==> src/rtl/cdb_arbiter_pkg.sv <==
`default_nettype none
// ============================================================================
// Module  : cdb_arbiter_pkg
// Purpose : Shared constants and types for the CDB arbiter slice.
//           N_FU_CDB       - number of functional units driving the CDB
//           CDB_FIFO_DEPTH - per-FU result FIFO depth
//           fu_cdb_reg_t   - completed-result packet broadcast on the CDB
//           cdb_src_t      - index of the FU that sourced a CDB packet
// Revision: 1.0 - initial release
// ============================================================================
package cdb_arbiter_pkg;

    localparam int N_FU_CDB       = 4;
    localparam int CDB_FIFO_DEPTH = 2;

    typedef struct packed {
        logic [5:0]  rob_id;
        logic [4:0]  rd_arch;
        logic [6:0]  rd_phy;
        logic [31:0] rd_value;
        logic [7:0]  dbg;
    } fu_cdb_reg_t;

    typedef logic [$clog2(N_FU_CDB)-1:0] cdb_src_t;

endpackage : cdb_arbiter_pkg
`default_nettype wire

==> src/rtl/cdb_fu_fifo.sv <==
`default_nettype none
// ============================================================================
// Module  : cdb_fu_fifo
// Purpose : Synchronous FIFO holding one FU's completed results until the
//           CDB arbiter drains them. Flush empties it in one edge.
// Ports   : clk, rst   - clock, synchronous active-high reset
//           flush      - empty the FIFO; overrides push and pop
//           push, din  - enqueue request and data (ignored when not ready)
//           pop        - dequeue request (ignored when empty)
//           head       - oldest entry
//           empty      - no entries
//           ready      - space available (derived from the count register)
// Revision: 1.0 - initial release
// ============================================================================
module cdb_fu_fifo
    import cdb_arbiter_pkg::*;
#(
    parameter int DEPTH = 2
) (
    input  logic        clk,
    input  logic        rst,
    input  logic        flush,
    input  logic        push,
    input  fu_cdb_reg_t din,
    input  logic        pop,
    output fu_cdb_reg_t head,
    output logic        empty,
    output logic        ready
);

    localparam int c_ptr_w = $clog2(DEPTH);
    localparam int c_cnt_w = c_ptr_w + 1;

    fu_cdb_reg_t        r_mem [DEPTH];
    logic [c_ptr_w-1:0] r_wr_ptr;
    logic [c_ptr_w-1:0] r_rd_ptr;
    logic [c_cnt_w-1:0] r_cnt;

    logic w_push;
    logic w_pop;

    assign empty  = (r_cnt == '0);
    assign ready  = (r_cnt != c_cnt_w'(DEPTH));
    assign w_push = push && ready;
    assign w_pop  = pop && !empty;
    assign head   = r_mem[r_rd_ptr];

    always_ff @(posedge clk) begin
        if (rst || flush) begin
            r_wr_ptr <= '0;
            r_rd_ptr <= '0;
            r_cnt    <= '0;
        end else begin
            if (w_push) r_wr_ptr <= r_wr_ptr + 1'b1;
            if (w_pop)  r_rd_ptr <= r_rd_ptr + 1'b1;
            // Simultaneous push and pop leaves the count unchanged.
            r_cnt <= r_cnt + {{(c_cnt_w-1){1'b0}}, w_push}
                           - {{(c_cnt_w-1){1'b0}}, w_pop};
        end
    end

    // Storage needs no reset: the count gates every read of it.
    always_ff @(posedge clk) begin
        if (!rst && !flush && w_push) begin
            r_mem[r_wr_ptr] <= din;
        end
    end

endmodule : cdb_fu_fifo
`default_nettype wire

==> src/rtl/cdb_arbiter.sv <==
`default_nettype none
// ============================================================================
// Module  : cdb_arbiter
// Purpose : Shares the single result CDB among N_FU functional units. Each FU
//           pushes into a private FIFO; a round-robin arbiter drains one
//           packet per cycle into registered CDB outputs.
// Ports   : clk, rst        - clock, synchronous active-high reset
//           backend_flush   - squash all queued and in-flight results
//           fu_valid/ready  - per-FU handshake (ready depends on count only)
//           fu_pkt          - per-FU packet
//           cdb_valid/pkt   - registered CDB broadcast
//           cdb_src         - FU index that sourced cdb_pkt
// Config  : CDB_ARB_BR_PRIO_EN - when defined, FU 0 (branch) wins whenever it
//           has a request; round-robin covers FUs 1..N_FU-1 and a grant to
//           FU 0 does not move the round-robin pointer.
// Revision: 1.0 - initial release
// ============================================================================
module cdb_arbiter
    import cdb_arbiter_pkg::*;
#(
    parameter int N_FU       = N_FU_CDB,
    parameter int FIFO_DEPTH = CDB_FIFO_DEPTH
) (
    input  logic                         clk,
    input  logic                         rst,
    input  logic                         backend_flush,
    input  logic [N_FU-1:0]              fu_valid,
    output logic [N_FU-1:0]              fu_ready,
    input  fu_cdb_reg_t [N_FU-1:0]       fu_pkt,
    output logic                         cdb_valid,
    output fu_cdb_reg_t                  cdb_pkt,
    output logic [$clog2(N_FU)-1:0]      cdb_src
);

    localparam int                c_sw   = $clog2(N_FU);
    localparam logic [c_sw-1:0]   c_last = c_sw'(N_FU - 1);

    fu_cdb_reg_t       w_head [N_FU];
    logic [N_FU-1:0]   w_req;
    logic [N_FU-1:0]   w_req_rr;
    logic [N_FU-1:0]   w_pop;
    logic              w_gnt_vld;
    logic [c_sw-1:0]   w_gnt_idx;
    logic              w_rr_adv;

    logic              r_cdb_valid;
    fu_cdb_reg_t       r_cdb_pkt;
    logic [c_sw-1:0]   r_cdb_src;
    logic [c_sw-1:0]   r_rr_ptr;

    generate
        for (genvar i = 0; i < N_FU; i++) begin : g_fifo
            logic w_empty;
            cdb_fu_fifo #(
                .DEPTH (FIFO_DEPTH)
            ) u_fifo (
                .clk   (clk),
                .rst   (rst),
                .flush (backend_flush),
                .push  (fu_valid[i]),
                .din   (fu_pkt[i]),
                .pop   (w_pop[i]),
                .head  (w_head[i]),
                .empty (w_empty),
                .ready (fu_ready[i])
            );
            assign w_req[i] = !w_empty;
        end
    endgenerate

    // First request at or after r_rr_ptr, wrapping at N_FU.
    always_comb begin
        int              v_sum;
        logic [c_sw-1:0] v_idx;
        w_req_rr  = w_req;
        w_gnt_vld = 1'b0;
        w_gnt_idx = '0;
        v_sum     = 0;
        v_idx     = '0;
`ifdef CDB_ARB_BR_PRIO_EN
        w_req_rr[0] = 1'b0;
`endif
        for (int k = 0; k < N_FU; k++) begin
            v_sum = (int'(r_rr_ptr) + k) % N_FU;
            v_idx = v_sum[c_sw-1:0];
            if (!w_gnt_vld && w_req_rr[v_idx]) begin
                w_gnt_vld = 1'b1;
                w_gnt_idx = v_idx;
            end
        end
        w_rr_adv = w_gnt_vld;
`ifdef CDB_ARB_BR_PRIO_EN
        if (w_req[0]) begin
            w_gnt_vld = 1'b1;
            w_gnt_idx = '0;
            w_rr_adv  = 1'b0;
        end
`endif
    end

    // Pops during a flush are harmless: the FIFO gives flush priority.
    assign w_pop = w_gnt_vld ? ({{(N_FU-1){1'b0}}, 1'b1} << w_gnt_idx) : '0;

    always_ff @(posedge clk) begin
        if (rst) begin
            r_cdb_valid <= 1'b0;
            r_cdb_pkt   <= '0;
            r_cdb_src   <= '0;
            r_rr_ptr    <= '0;
        end else if (backend_flush) begin
            r_cdb_valid <= 1'b0;
        end else begin
            r_cdb_valid <= w_gnt_vld;
            if (w_gnt_vld) begin
                r_cdb_pkt <= w_head[w_gnt_idx];
                r_cdb_src <= w_gnt_idx;
            end
            if (w_rr_adv) begin
                r_rr_ptr <= (w_gnt_idx == c_last) ? '0 : w_gnt_idx + 1'b1;
            end
        end
    end

    assign cdb_valid = r_cdb_valid;
    assign cdb_pkt   = r_cdb_pkt;
    assign cdb_src   = r_cdb_src;

endmodule : cdb_arbiter
`default_nettype wire

==> config.mk <==
export PLATFORM = sky130hd
export DESIGN_NAME = cdb_arbiter
export DESIGN_NICKNAME = d
export VERILOG_FILES = /design/src/rtl/cdb_arbiter_pkg.sv /design/src/rtl/cdb_fu_fifo.sv /design/src/rtl/cdb_arbiter.sv
export SDC_FILE = /design/constraint.sdc
export NUM_CORES = 1
export LEC_CHECK = 0
export ABC_AREA = 1
export BUFFER_PORTS_ARGS = -buffer_cell sky130_fd_sc_hd__buf_2
export CAP_MARGIN = 20
export CORE_ASPECT_RATIO = 1.4
export CORE_MARGIN = 2
export CORE_UTILIZATION = 50
export CTS_CLUSTER_SIZE = 16
export DETAILED_ROUTE_END_ITERATION = 10
export GPL_ROUTABILITY_DRIVEN = 0
export PLACE_DENSITY_LB_ADDON = 0.2
export SYNTH_ARGS = -nofsm -noshare
export SYNTH_HDL_FRONTEND = slang
export SYNTH_HIERARCHICAL = 1
export SYNTH_SLANG_ARGS = --single-unit
==> constraint.sdc <==
create_clock -name clk -period 6.93 [get_ports clk]
set_clock_uncertainty 0.15 [all_clocks]
set_input_delay 1.0395 -clock clk [delete_from_list [all_inputs] [get_ports clk]]
set_output_delay 1.0395 -clock clk [all_outputs]
set_load 0.005 [all_outputs]
Yosys cells after proc, flatten, opt, wreduce, memory -nomap -nowiden

Memories as Yosys holds them, arrays and structs flattened. A register that Yosys moved wholly into a read port is not among the register bits.
Index checks and enable logic that the tools add are counted.

Output and inout port bits: 65
Register bits after elaboration: 79
Memories: 4
RAM bits: 464
Bits of input ports: 239

Add/sub/neg operators: 20
Shift operators: 1
Order comparisons: 5
Multiplexer cells: 37
Reductions and logical operators: 32
Bitwise gates (word level): 2
Eq/ne operators: 5

Memory list:

| memory                 | depth | bits a word | read ports | clocked after memory_dff | wr ports | line              | source |
|---|---|---|---|---|---|---|---|
| g_fifo[0].u_fifo.r_mem | 2     | 58          | 1          | 1                        | 1        | cdb_fu_fifo.sv:34 | `fu_cdb_reg_t r_mem [DEPTH];` |
| g_fifo[1].u_fifo.r_mem | 2     | 58          | 1          | 1                        | 1        | cdb_fu_fifo.sv:34 |  |
| g_fifo[2].u_fifo.r_mem | 2     | 58          | 1          | 1                        | 1        | cdb_fu_fifo.sv:34 |  |
| g_fifo[3].u_fifo.r_mem | 2     | 58          | 1          | 1                        | 1        | cdb_fu_fifo.sv:34 |  |

Operator list:

| cell                | number |
|---|---|
| $bmux 58 s2         | 1 |
| $mux 58             | 2 |
| $mux 1              | 24 |
| $logic_and 1x1->1   | 16 |
| $lt 2x3->1 const B  | 4 |
| $mux 2              | 5 |
| $logic_not 1->1     | 9 |
| $add 1x1->1 const B | 8 |
| $add 2x1->2         | 4 |
| $bmux 1 s2          | 4 |
| $logic_not 2->1     | 4 |
| $ne 2x2->1 const B  | 4 |
| $sub 2x1->2         | 4 |
| $add 2x1->2 const B | 2 |
| $add 2x2->2 const B | 2 |
| $mux 4              | 1 |
| $shl 1x2->4 const A | 1 |
| $ge 3x3->1 const B  | 1 |
| $not 2->3           | 1 |
| $eq 2x2->1 const B  | 1 |
| $reduce_and 2->1    | 1 |
| $reduce_or 2->1     | 1 |
| $logic_or 1x1->1    | 1 |
| $not 1->1           | 1 |

Depth between registers and ports, before layout

Gate-level depths: netlist (run 1).

Word-level depth: 19
Mapped depth: 25
Gate-level depth less buffers: 23

Hierarchy

Netlist (run 1), hierarchy kept.

By module, submodules not included:

| module      | area an instance (µm²) | cells an instance | seq. area each (µm²) | instances |
|---|---|---|---|---|
| cdb_fu_fifo | 4514.3                 | 219               | 3583.4               | 4 |
| cdb_arbiter | 5052.3                 | 925               | 1261.2               | 1 |

Worst setup path after synthesis (run 1)

Ideal clock, no wire load.

Path kind: in2reg
Start point: in backend_flush
End point: mem g_fifo[0].u_fifo/r_mem[1][0] (netlist name), enable pin
Library setup time: 0.546 ns
Stages on the path: 3
Arrival time: 5.329 ns
Path slack: 0.905 ns
Path buffers: 0
Data required time: 6.234 ns
Cells stage by stage: nor2_1 -> inv_1 -> nor3_1

Cells in the longest elaborated chain, start to end: 5

Ends and longest elaborated chain:

| item                           | line              | source |
|---|---|---|
| start, declared                | cdb_arbiter.sv:26 | `input logic backend_flush,` |
| $logic_not 1->1                | cdb_fu_fifo.sv:64 | `if (!rst && !flush && w_push) begin` |
| $logic_and 1x1->1 (2 in a row) | cdb_fu_fifo.sv:64 |  |
| $mux 1                         | cdb_fu_fifo.sv:64 |  |
| $mux 1 (implied by the code)   | cdb_fu_fifo.sv:65 | `r_mem[r_wr_ptr] <= din;` |
| end, declared                  | cdb_fu_fifo.sv:34 |  |

No other way between the ends.

Final worst setup path (run 1)

Start point: reg r_rr_ptr[0]
End point: reg g_fifo[3].u_fifo.r_cnt[1]

Cells in the longest elaborated chain, start to end: 16

Ends and longest elaborated chain:

| item                                                 | line               | source |
|---|---|---|
| start, declared                                      | cdb_arbiter.sv:49  | `logic [c_sw-1:0] r_rr_ptr;` |
| start signal, assigned                               | cdb_arbiter.sv:119 | `r_rr_ptr <= (w_gnt_idx == c_last) ? '0 : w_gnt_idx + 1'b1;` |
| branches (longest 13 deep; another with $add 2x1->2) | -                  |  |
| $mux 4 (*)                                           | cdb_arbiter.sv:102 | `assign w_pop = w_gnt_vld ? ({{(N_FU-1){1'b0}}, 1'b1} << w_gnt_idx) : '0;` |
| via w_pop[3]                                         | cdb_arbiter.sv:41  | `logic [N_FU-1:0] w_pop;` |
| $logic_and 1x1->1 (*)                                | cdb_fu_fifo.sv:45  | `assign w_pop = pop && !empty;` |
| via g_fifo[3].u_fifo.w_pop                           | cdb_fu_fifo.sv:40  | `logic w_pop;` |
| $sub 2x1->2 (*)                                      | cdb_fu_fifo.sv:58  | `- {{(c_cnt_w-1){1'b0}}, w_pop};` |
| end signal, assigned                                 | cdb_fu_fifo.sv:57  | `r_cnt <= r_cnt + {{(c_cnt_w-1){1'b0}}, w_push}` |
| end, declared                                        | cdb_fu_fifo.sv:37  | `logic [c_cnt_w-1:0] r_cnt;` |

Mark *: on every way through the listed nets, which the timed path passes. The select of a mux whose other input is x is not followed.
A chain may end at the register's enable or synchronous reset.

==> reports/results.ini, run 1 <==
[run_status]
status=finished, final reports clean

[hold_path]
hp-class=reg -> reg

[route]
finalWirelength_um=56000
avgViaCountPerCell=5.27
route.detailed.drc=0
drt_iter0_drc=1169
wl_per_cell_um=20.3
dr_total_vias=14500
antenna_left=0
firstDrtPassIters=6

[floorplan]
io_pins=304
initial_core_util=0.504
core-area_um2=45800
die-area_um2=48000
die_w_um=186
die_y_um=258
rows=93

[timing]
tightest_slew_ns=1.04
finalCritPeriodShare=0.668
max_freq_mhz=216
rsz0062_at_grt=no
setup_viol=0
period_needed_ns=4.63
slew_violations=0
fin_setup_tns_ns=0
finalHoldViolCount=0
relSlewSlack=0.308

[clock_tree]
post_cts_resized=0
cts.sinks=547
cts_buffer_depth=3
cts_tree=done
cts_made_buffers=51
root_buffer=clkbuf_16
cts_max_level=2
clk_latency_ns=0.58
post_cts_buffers=0
cts.clk_slew.worst_paths_ns=0.06
cts_hold_buf=0

[worst_setup_path]
cp-end-kind=flip-flop
path_cells=inv_2, nand2_1, nand2_1, nand2_1, nand2_1, clkinv_1, nand4_1, nand3_4, buf_4, ha_1, nand2_1, inv_1, inv_1, nor2_1, ha_1, inv_1, ha_1, inv_1, nand2_1, nand3_1, nand2_1, nor2_1
crit_slowest_cell=buf_4
crit_required_ns=7.24
critPathMaxFanout=75
startpoint_type=flip-flop
cp_slowest_stage_delay_ns=0.77
crit_path_frequent_cell=nand2_1
cp_num_buf_inv=7
cp_top_family=simple AND/OR/NAND/NOR gates
crit_type=reg -> reg
cp.arrival_ns=4.94

[final_layout]
layout_commonest_cell=edfxtp_1
drive_above_1_share=0.310
layout_common_cells=edfxtp_1 (464), nand2_1 (446), buf_2 (303)
final_util=0.584
design_area_um2=26800
nNetsFinal=2336
area_growth_pct=15.9
final_cells=2752

[placed_design]
port_buffers=303
placed_area_um2=25000
post-dp-hpwl_um=37600
dp.cells=2652

[power_and_ir_drop]
p_total_w=0.00924
cell_internal_pwr_w=0.00620
p_clk_frac=0.315
power_frac_seq=0.420
power-per-cell-area_nw_per_um2=345
p_sw_w=0.00304
leakage_nw=10.8
p_comb_frac=0.264
ir_drop_mv=0.265
swShare=0.329

[logic_synthesis]
synthCells=1801
postSynthAreaPerCell_um2=12.8
ys_warn_count=6
ys_seq_area_frac=0.675
syn_nets=2049
synth.cell_area_um2=23100
ys_ff_latch=547
ys_types=28

[global_route]
grt_pass1_wl_um=83400
antenna_found_initial=7
grt_usage=0.230
grt_overflow=0
grt_max_degree=76
first_global_vias=14500

[job]
maxCapViolCount=0

power by group through the flow:
stage | Sequential, W | Clock (W) | Combinational, W
floorplan | 0.00390 | 0 | 0.00174
global placement | 0.00395 | 0 | 0.00240
detailed placement | 0.00396 | 0 | 0.00244
CTS | 0.00389 | 0.00296 | 0.00245
global route | 0.00390 | 0.00308 | 0.00271
finish | 0.00389 | 0.00291 | 0.00244
cells in the mapped netlist:
cell type,count,share of area
inv_2,7,0.0011
buf_2,33,0.0071
nor2_1,90,0.015
clkbuf_1,17,0.0028
nand2_2,3,0.00081
nor3_1,4,0.00087
o21ai_0,24,0.0052
nor2_2,1,0.00027
nor2_4,1,0.00049
nand2_1,447,0.073
ha_1,9,0.0049
dfxtp_1,83,0.072
a21boi_1,1,0.00032
inv_1,133,0.022
nand2_4,1,0.00049
a21oi_1,7,0.0015
o21ai_1,3,0.00065
mux2_4,80,0.052
buf_4,18,0.0058
nand4_1,8,0.0022
o211ai_1,1,0.00032
nand3b_1,32,0.010
buf_6,18,0.0088
mux2_2,152,0.074
clkinv_1,2,0.00032
nand3_1,158,0.034
edfxtp_1,464,0.60
nand3_2,4,0.0017
worst reg2reg max path: stages, from the launching register on:
cell	delay [ns]
dfxtp_1	0.65
inv_2	0.23
nand2_1	0.12
nand2_1	0.10
nand2_1	0.09
nand2_1	0.10
clkinv_1	0.07
nand4_1	0.13
nand3_4	0.50
buf_4	0.80
ha_1	0.40
nand2_1	0.06
inv_1	0.08
inv_1	0.05
nor2_1	0.16
ha_1	0.26
inv_1	0.07
ha_1	0.16
inv_1	0.05
nand2_1	0.09
nand3_1	0.10
nand2_1	0.07
nor2_1	0.04
per-stage QoR:
step / hold slack [ns] / setup WS (ns)
after floorplan: 0.298 / 0.905
after detailed placement: 0.325 / 2.44
after global placement: 0.308 / 2.70
final: 0.332 / 2.30
after CTS: 0.335 / 2.42
after global routing: 0.345 / 1.93
per-layer routing:
metal  wire length, um  vias up  global-route usage  share of wire
met4              1610        0              0.0763          0.029
met5                 0        -                   0              0
met2             26600      559               0.370           0.47
li1                  -     6799                   -              -
met3              3540       90              0.0347          0.063
met1             24200     7045               0.321           0.43
registers in the layout (all words and copies together), names as in the netlist, named ones only:
| signal | cells |
|---|---|
| g_fifo.u_fifo/r_mem | 464 |
| cdb_valid | 1 |
| g_fifo.u_fifo/r_cnt | 8 |
| cdb_src | 2 |
| g_fifo.u_fifo/r_rd_ptr | 4 |
| r_rr_ptr | 2 |
| g_fifo.u_fifo/r_wr_ptr | 4 |
| cdb_pkt | 58 |
cells by family (layout without fill, tap and decap cells):
family / Yosys count / count (layout) / share of synthesized area
simple gates: 749 / 749 / 0.139
compound gates: 36 / 36 / 0.00801
mux: 232 / 232 / 0.126
flops: 547 / 547 / 0.675
fa+ha+maj: 9 / 9 / 0.00487
other cells: 0 / 6 / 0
buf+inv: 228 / 556 / 0.0476
final timing paths:
check	from	endpoint	slack [ns]	cells after the start
setup / recovery	r_rr_ptr[0]$_SDFFE_PP0P_	g_fifo[3].u_fifo/r_cnt[1]$_SDFF_PP0_	2.30	22
hold / removal	g_fifo[3].u_fifo/r_wr_ptr$_SDFFE_PP0P_	g_fifo[3].u_fifo/r_wr_ptr$_SDFFE_PP0P_	0.33	2
setup reg to reg	r_rr_ptr[0]$_SDFFE_PP0P_	g_fifo[3].u_fifo/r_cnt[1]$_SDFF_PP0_	2.30	22
hold reg to reg	g_fifo[3].u_fifo/r_wr_ptr$_SDFFE_PP0P_	g_fifo[3].u_fifo/r_wr_ptr$_SDFFE_PP0P_	0.33	2
final cells by class:
cell class,count,area [um2]
clock inverters,33,368
inverters,142,533
flip-flops and latches,547,15600
clock buffers,61,1390
multi-input cells,1026,6440
fillers,3789,19100
diodes,6,15.0
repair buffers,320,1650
well taps,617,772
No activity file was read; power rests on OpenSTA's default activity.
==> run 2: changes to the inputs <==
- clock period: 6.93 -> 3.75 ns (I/O delays scaled with it)
==> run 2 against run 1 <==
Net effect:
- hold slack got worse by 0.31 ns
- critical path depth decreased by 2
- count of clock-buffer cells in the layout increased by 12
- power increased by 84%
- utilization increased by 1.4 points
==> reports/results.ini, run 2 (synthesis results as in run 1) <==
[final_layout]
final_util=0.598  ; +0.0144
layout_commonest_cell=edfxtp_1
largest_register_ffs=464  ; unchanged
largest-register=g_fifo.u_fifo/r_mem
design_area_um2=27400  ; +2.5%
drive_above_1_share=0.306  ; -0.00488
final_cells=2816  ; +2.3%
nNetsFinal=2405  ; +3.0%
layout_common_cells=edfxtp_1 (464), nand2_1 (446), buf_2 (303)
n_antenna_cell=0  ; -6
area_growth_pct=18.7

[power_and_ir_drop]
p_sw_w=0.00578  ; +90%
leakage_nw=11.1  ; +2.9%
p_clk_frac=0.294  ; -0.021
power-per-cell-area_nw_per_um2=620  ; +80%
p_comb_frac=0.286  ; +0.022
swShare=0.340  ; +0.0110
ir_drop_mv=0.437  ; +65%
cell_internal_pwr_w=0.0112  ; +81%
power_frac_seq=0.420  ; about the same

[route]
finalWirelength_um=57100  ; +1.9%
drt_iter0_drc=1233  ; +5.5%
wl_per_cell_um=20.3  ; -0.38%
dr_total_vias=14700  ; +1.4%
firstDrtPassIters=6  ; unchanged
antenna_left=0  ; unchanged
avgViaCountPerCell=5.22  ; -0.95%
route.detailed.drc=0  ; unchanged

[hold_path]
holdPathEnd=g_fifo[0].u_fifo/r_mem[0][28]$_DFFE_PP_
hp-class=in -> reg
min-delay-start=fu_pkt[28]
worstHoldPathCells=1  ; -1

[job]
maxCapViolCount=0  ; unchanged

[worst_setup_path]
crit_path_frequent_cell=nand2_1
crit_slowest_cell=dfxtp_1
crit_required_ns=4.06  ; -3.18 ns
r2r_cells=20  ; -9.1%
cp.arrival_ns=3.70  ; -1.24 ns
crit_type=reg -> reg
cp_slowest_stage_delay_ns=0.65  ; -0.12 ns
reg2reg_slack_ns=0.36  ; -1.94 ns
critPathMaxFanout=20  ; -73%
r2r-end=g_fifo[0].u_fifo/r_cnt[1]$_SDFF_PP0_
path_cells=inv_2, nand2_1, nand2_1, nand2_1, nand2_2, nand4_1, nand3_4, inv_2, nand2_1, nor2_1, inv_1, nor2_1, ha_1, inv_1, ha_1, inv_1, nand2_1, nand3_1, nand2_1, nor2_1
timing.rr.start=r_rr_ptr[0]$_SDFFE_PP0P_
startpoint_type=flip-flop
cp-end-kind=flip-flop

[clock_tree]
cts.sinks=547  ; unchanged
cts_tree=done
post_cts_resized=0  ; unchanged
post_cts_buffers=0  ; unchanged
root_buffer=clkbuf_16
cts.clk_slew.worst_paths_ns=0.06  ; about the same
cts_max_level=2  ; unchanged
cts_buffer_depth=3  ; unchanged
clk_latency_ns=0.58  ; about the same
cts_made_buffers=51  ; unchanged

[timing]
period_needed_ns=3.39  ; -1.24 ns
max_freq_mhz=295  ; +37%
fin_setup_tns_ns=0  ; unchanged
finalHoldViolCount=0  ; unchanged
relSlewSlack=0.355  ; +0.0469
finalCritPeriodShare=0.903  ; +0.235
slew_violations=0  ; unchanged
setup_viol=0  ; unchanged
rsz0062_at_grt=no
tightest_slew_ns=0.967  ; -0.0703 ns

[global_route]
grt_max_degree=82  ; +7.9%
grt_pass1_wl_um=85200  ; +2.2%
first_global_vias=14700  ; +1.5%
grt_overflow=0  ; unchanged
antenna_found_initial=0  ; -7
grt_usage=0.235  ; +0.00502

[placed_design]
port_buffers=303  ; unchanged
dp.cells=2663  ; +0.41%
post-dp-hpwl_um=38000  ; +1.1%
placed_area_um2=25200  ; +0.91%

[floorplan]
initial_core_util=0.504  ; unchanged
rows=93  ; unchanged
core-area_um2=45800  ; unchanged
die_w_um=186  ; unchanged
die-area_um2=48000  ; unchanged
die_y_um=258  ; unchanged
io_pins=304  ; unchanged

[run_status]
status=finished, final reports clean

## run 2: repair_timing
item | CTS | global route
setup endpoints to repair | 0 | 0
endpoints found under the hold margin | 110 | 2
hold buffers | 57 | 1
## run 2: final cells by class
class / count / area (um2)
Inverter: 142 / 533
Clock buffer: 73 / 1470
Sequential cell: 547 / 15600
Multi-Input combinational cell: 1026 / 6470
Clock inverter: 22 / 150
Tap cell: 617 / 772
Fill cell: 3734 / 18400
Timing Repair Buffer: 389 / 2430
## run 2: metrics by stage
step	power (W)	hold WS [ns]	setup WS, ns
detailed placement	0.0121	0.313	0.436
finish	0.0170	0.0218	0.362
global placement	0.0120	0.300	0.619
floorplan	0.0104	0.300	0.846
global route	0.0178	0.000534	0.0576
CTS	0.0171	0.000594	0.425
## run 2: metal layers
| metal | wire, um | vias to the layer above | GRT usage |
|---|---|---|---|
| li1 | - | 6943 | - |
| met1 | 25000 | 7165 | 0.331 |
| met2 | 27300 | 500 | 0.383 |
| met3 | 3390 | 81 | 0.0318 |
| met4 | 1330 | 0 | 0.0689 |
| met5 | 0 | - | 0 |
## run 2: worst max path at each step
stage | start | depth (start not counted) | to | slack, ns
final | r_rr_ptr[0]$_SDFFE_PP0P_ | 20 | g_fifo[0].u_fifo/r_cnt[1]$_SDFF_PP0_ | 0.36
after global routing | r_rr_ptr[0]$_SDFFE_PP0P_ | 20 | g_fifo[1].u_fifo/r_cnt[1]$_SDFF_PP0_ | 0.06
after CTS | r_rr_ptr[0]$_SDFFE_PP0P_ | 19 | g_fifo[3].u_fifo/r_cnt[1]$_SDFF_PP0_ | 0.42
after detailed placement | r_rr_ptr[0]$_SDFFE_PP0P_ | 19 | g_fifo[3].u_fifo/r_cnt[1]$_SDFF_PP0_ | 0.44
after global placement | r_rr_ptr[0]$_SDFFE_PP0P_ | 21 | g_fifo[3].u_fifo/r_cnt[1]$_SDFF_PP0_ | 0.62
after floorplan | backend_flush | 3 | g_fifo[0].u_fifo/r_mem[1][0]$_DFFE_PP_ | 0.85
## run 2: power groups by stage
stage          combinational [W]  sequential [W]  clock [W]
3_5_place_dp             0.00480         0.00726          0
4_1_cts                  0.00487         0.00714    0.00509
2_1_floorplan            0.00323         0.00720          0
6_report                 0.00487         0.00714    0.00500
5_1_grt                  0.00537         0.00716    0.00530
3_3_place_gp             0.00474         0.00726          0
## run 2: worst max-delay path: cells and delay by family (launching register included)
family,cells,cell delay [ns]
fa+ha+maj,2,0.41
buf+inv,5,0.54
simple gates,13,1.53
flops,1,0.65
==> run 3: changes to the inputs <==
- ABC_AREA: 1 -> default
==> run 3 against run 2 <==
Net effect:
- routed wire length shrank 13%
- sequential share of layout area grew 2.9 points
- critical path depth shrank 8
- critical path type unchanged
- largest cell class unchanged
- largest power group unchanged
==> reports/results.ini, run 3 <==
[timing]
max_freq_mhz=349  ; +18%
finalHoldViolCount=0  ; unchanged
fin_setup_tns_ns=0  ; unchanged
rsz0062_at_grt=no
holdWs_ns=0.0269  ; +0.00510 ns
period_needed_ns=2.86  ; -0.525 ns
relSlewSlack=0.272  ; -0.0831
finalCritPeriodShare=0.764  ; -0.140
slew_violations=0  ; unchanged
setup_viol=0  ; unchanged
tightest_slew_ns=1.09  ; +0.125 ns

[final_layout]
layout_common_cells=edfxtp_1 (464), buf_2 (303), mux2_2 (152)
largest-register=g_fifo.u_fifo/r_mem
final_util=0.606  ; +0.00718
largest_register_ffs=464  ; unchanged
nNetsFinal=1802  ; -25%
layout_commonest_cell=edfxtp_1
area_growth_pct=19.6
final_cells=2166  ; -23%
drive_above_1_share=0.421  ; +0.115

[logic_synthesis]
synth_adder_area_share=0.00516  ; +0.000283
ys_ff_latch=547  ; unchanged
synthMuxAreaShare=0.190  ; +0.0642
synth_top_area_share=0.638  ; +0.0350
ys_warn_count=6  ; unchanged
ys_types=35  ; +25%
synthCells=1191  ; -34%
syn_nets=1439  ; -30%
ys_seq_area_frac=0.714  ; +0.0392
yosys-top-cells-area=edfxtp_1 (64%), mux2_2 (7.8%), dfxtp_1 (7.6%)
synthXorXnorAreaFrac=0.00481  ; +0.00481
synth_flop_cell=edfxtp_1
postSynthAreaPerCell_um2=18.3  ; +43%
synth.cell_area_um2=21800  ; -5.5%
synthArstFlopShare=0  ; unchanged
yosysMostFrequentCell=edfxtp_1
yosysTopAreaCell=edfxtp_1
synth-simple-area-share=0.0284  ; -0.110
netlist_top_cells_count=edfxtp_1 (464), mux2_2 (152), mux2i_1 (124)
synth_top_family_by_area=multiplexers
synth_compound_area_frac=0.0339  ; +0.0258
synth_edf_count=464  ; unchanged

[clock_tree]
root_buffer=clkbuf_16
cts_max_level=2  ; unchanged
post_cts_resized=0  ; unchanged
cts.sinks=547  ; unchanged
cts_tree=done
cts_made_buffers=51  ; unchanged
cts.clk_slew.worst_paths_ns=0.06  ; about the same
cts_buffer_depth=3  ; unchanged
clk_latency_ns=0.58  ; about the same

[job]
maxCapViolCount=0  ; unchanged

[power_and_ir_drop]
power-per-cell-area_nw_per_um2=511  ; -18%
ir_drop_mv=0.435  ; -0.54%
leakage_nw=10.0  ; -9.7%

[global_route]
grt_usage=0.214  ; -0.0213
grt_max_degree=118  ; +44%
grt_overflow=0  ; unchanged
antenna_found_initial=23  ; +23
grt_pass1_wl_um=72900  ; -14%
first_global_vias=12500  ; -16%

[floorplan]
initial_core_util=0.506  ; +0.00234
io_pins=304  ; unchanged
die_y_um=251  ; -2.7%
core-area_um2=43100  ; -5.9%
rows=90  ; -3.2%
die-area_um2=45400  ; -5.4%
die_w_um=181  ; -2.7%

[worst_setup_path]
crit_type=reg -> reg
cp-end-kind=flip-flop
cp.arrival_ns=3.18  ; -0.52 ns
r2r-end=g_fifo[3].u_fifo/r_cnt[1]$_SDFF_PP0_
cp_slowest_stage_delay_ns=0.44  ; -0.21 ns
crit_slowest_cell=nor2_1
r2r_cells=12  ; -40%
reg2reg_slack_ns=0.89  ; +0.52 ns
startpoint_type=flip-flop
crit_path_frequent_cell=ha_1
timing.rr.start=g_fifo[2].u_fifo/r_cnt[0]$_SDFF_PP0_
crit_required_ns=4.06  ; about the same
critPathMaxFanout=8  ; -60%
worstSetupStartpoint=g_fifo[2].u_fifo/r_cnt[0]$_SDFF_PP0_
path_cells=nor2_1, o21ai_0, o22a_4, ha_1, and2_1, o21a_1, ha_1, inv_1, ha_1, xnor2_1, xnor2_1, and2_1

[route]
drt_iter0_drc=701  ; -43%
route.detailed.drc=0  ; unchanged
avgViaCountPerCell=5.40  ; +3.6%
firstDrtPassIters=5  ; -1
finalWirelength_um=49700  ; -13%
dr_total_vias=11700  ; -20%
wl_per_cell_um=22.9  ; +13%
antenna_left=0  ; unchanged

[placed_design]
dp.cells=2005  ; -25%
post-dp-hpwl_um=30600  ; -20%
port_buffers=303  ; unchanged

[hold_path]
worstHoldPathCells=1  ; unchanged
hp-class=in -> reg
holdPathEnd=g_fifo[1].u_fifo/r_mem[1][15]$_DFFE_PP_
min-delay-start=fu_pkt[73]

[run_status]
status=finished, final reports clean

run 3: metrics by stage:
stage               power, W  setup slack (ns)  area [um2]
floorplan            0.00760             0.728       21900
global placement     0.00797             0.993       23800
detailed placement   0.00800             0.917       23800
CTS                   0.0134             0.903       26100
global route          0.0137             0.669       26100
finish                0.0133             0.887       26100
run 3: final cells by class:
| cell class | instances | area [um2] |
|---|---|---|
| clock inverters | 21 | 308 |
| inverters | 6 | 22.5 |
| multi-input cells | 580 | 5780 |
| repair buffers | 368 | 2190 |
| flip-flops and latches | 547 | 15600 |
| well taps | 552 | 691 |
| clock buffers | 75 | 1480 |
| diodes | 17 | 42.5 |
| fillers | 3260 | 17000 |
run 3: kinds of logic after synthesis:
| group | Yosys count |
|---|---|
| flops | 547 |
| mux | 356 |
| simple gates | 130 |
| compound gates | 73 |
| buf+inv | 64 |
| xor+xnor | 12 |
| fa+ha+maj | 9 |
run 3: worst max-delay path: cells and delay by family (launching register included):
| family | cells | cell delay [ns] |
|---|---|---|
| flops | 1 | 0.33 |
| compound gates | 3 | 0.59 |
| xor+xnor | 2 | 0.25 |
| fa+ha+maj | 3 | 0.67 |
| buf+inv | 1 | 0.04 |
| simple gates | 3 | 0.73 |
run 3: layer usage:
metal  wire [um]  share of wire  global-route usage
met1       19500           0.39               0.249
met2       25900           0.52               0.383
met3        2720          0.055              0.0452
met4        1450          0.029              0.0864
met5          60         0.0012                   0
run 3: what timing repair did:
action                                 CTS  global route
hold buffers                            48             0
buffers inserted                         0             0
endpoints found under the hold margin   91             0
run 3: worst max-delay path by stage:
| stage | to | slack, ns | depth (start not counted) |
|---|---|---|---|
| 2_1_floorplan | g_fifo[0].u_fifo/r_mem[0][0]$_DFFE_PP_ | 0.73 | 2 |
| 3_3_place_gp | g_fifo[3].u_fifo/r_cnt[1]$_SDFF_PP0_ | 0.99 | 12 |
| 3_5_place_dp | g_fifo[3].u_fifo/r_cnt[1]$_SDFF_PP0_ | 0.92 | 12 |
| 4_1_cts | g_fifo[3].u_fifo/r_cnt[1]$_SDFF_PP0_ | 0.90 | 12 |
| 5_1_grt | g_fifo[3].u_fifo/r_cnt[1]$_SDFF_PP0_ | 0.67 | 12 |
| 6_report | g_fifo[3].u_fifo/r_cnt[1]$_SDFF_PP0_ | 0.89 | 12 |
run 3: power by group:
part / switching [W] / total, W / leakage [nW] / internal [W]
logic: 0.000537 / 0.00102 / 4.24 / 0.000483
clock network: 0.00220 / 0.00543 / 0.871 / 0.00323
registers: 0.0000998 / 0.00689 / 4.89 / 0.00679
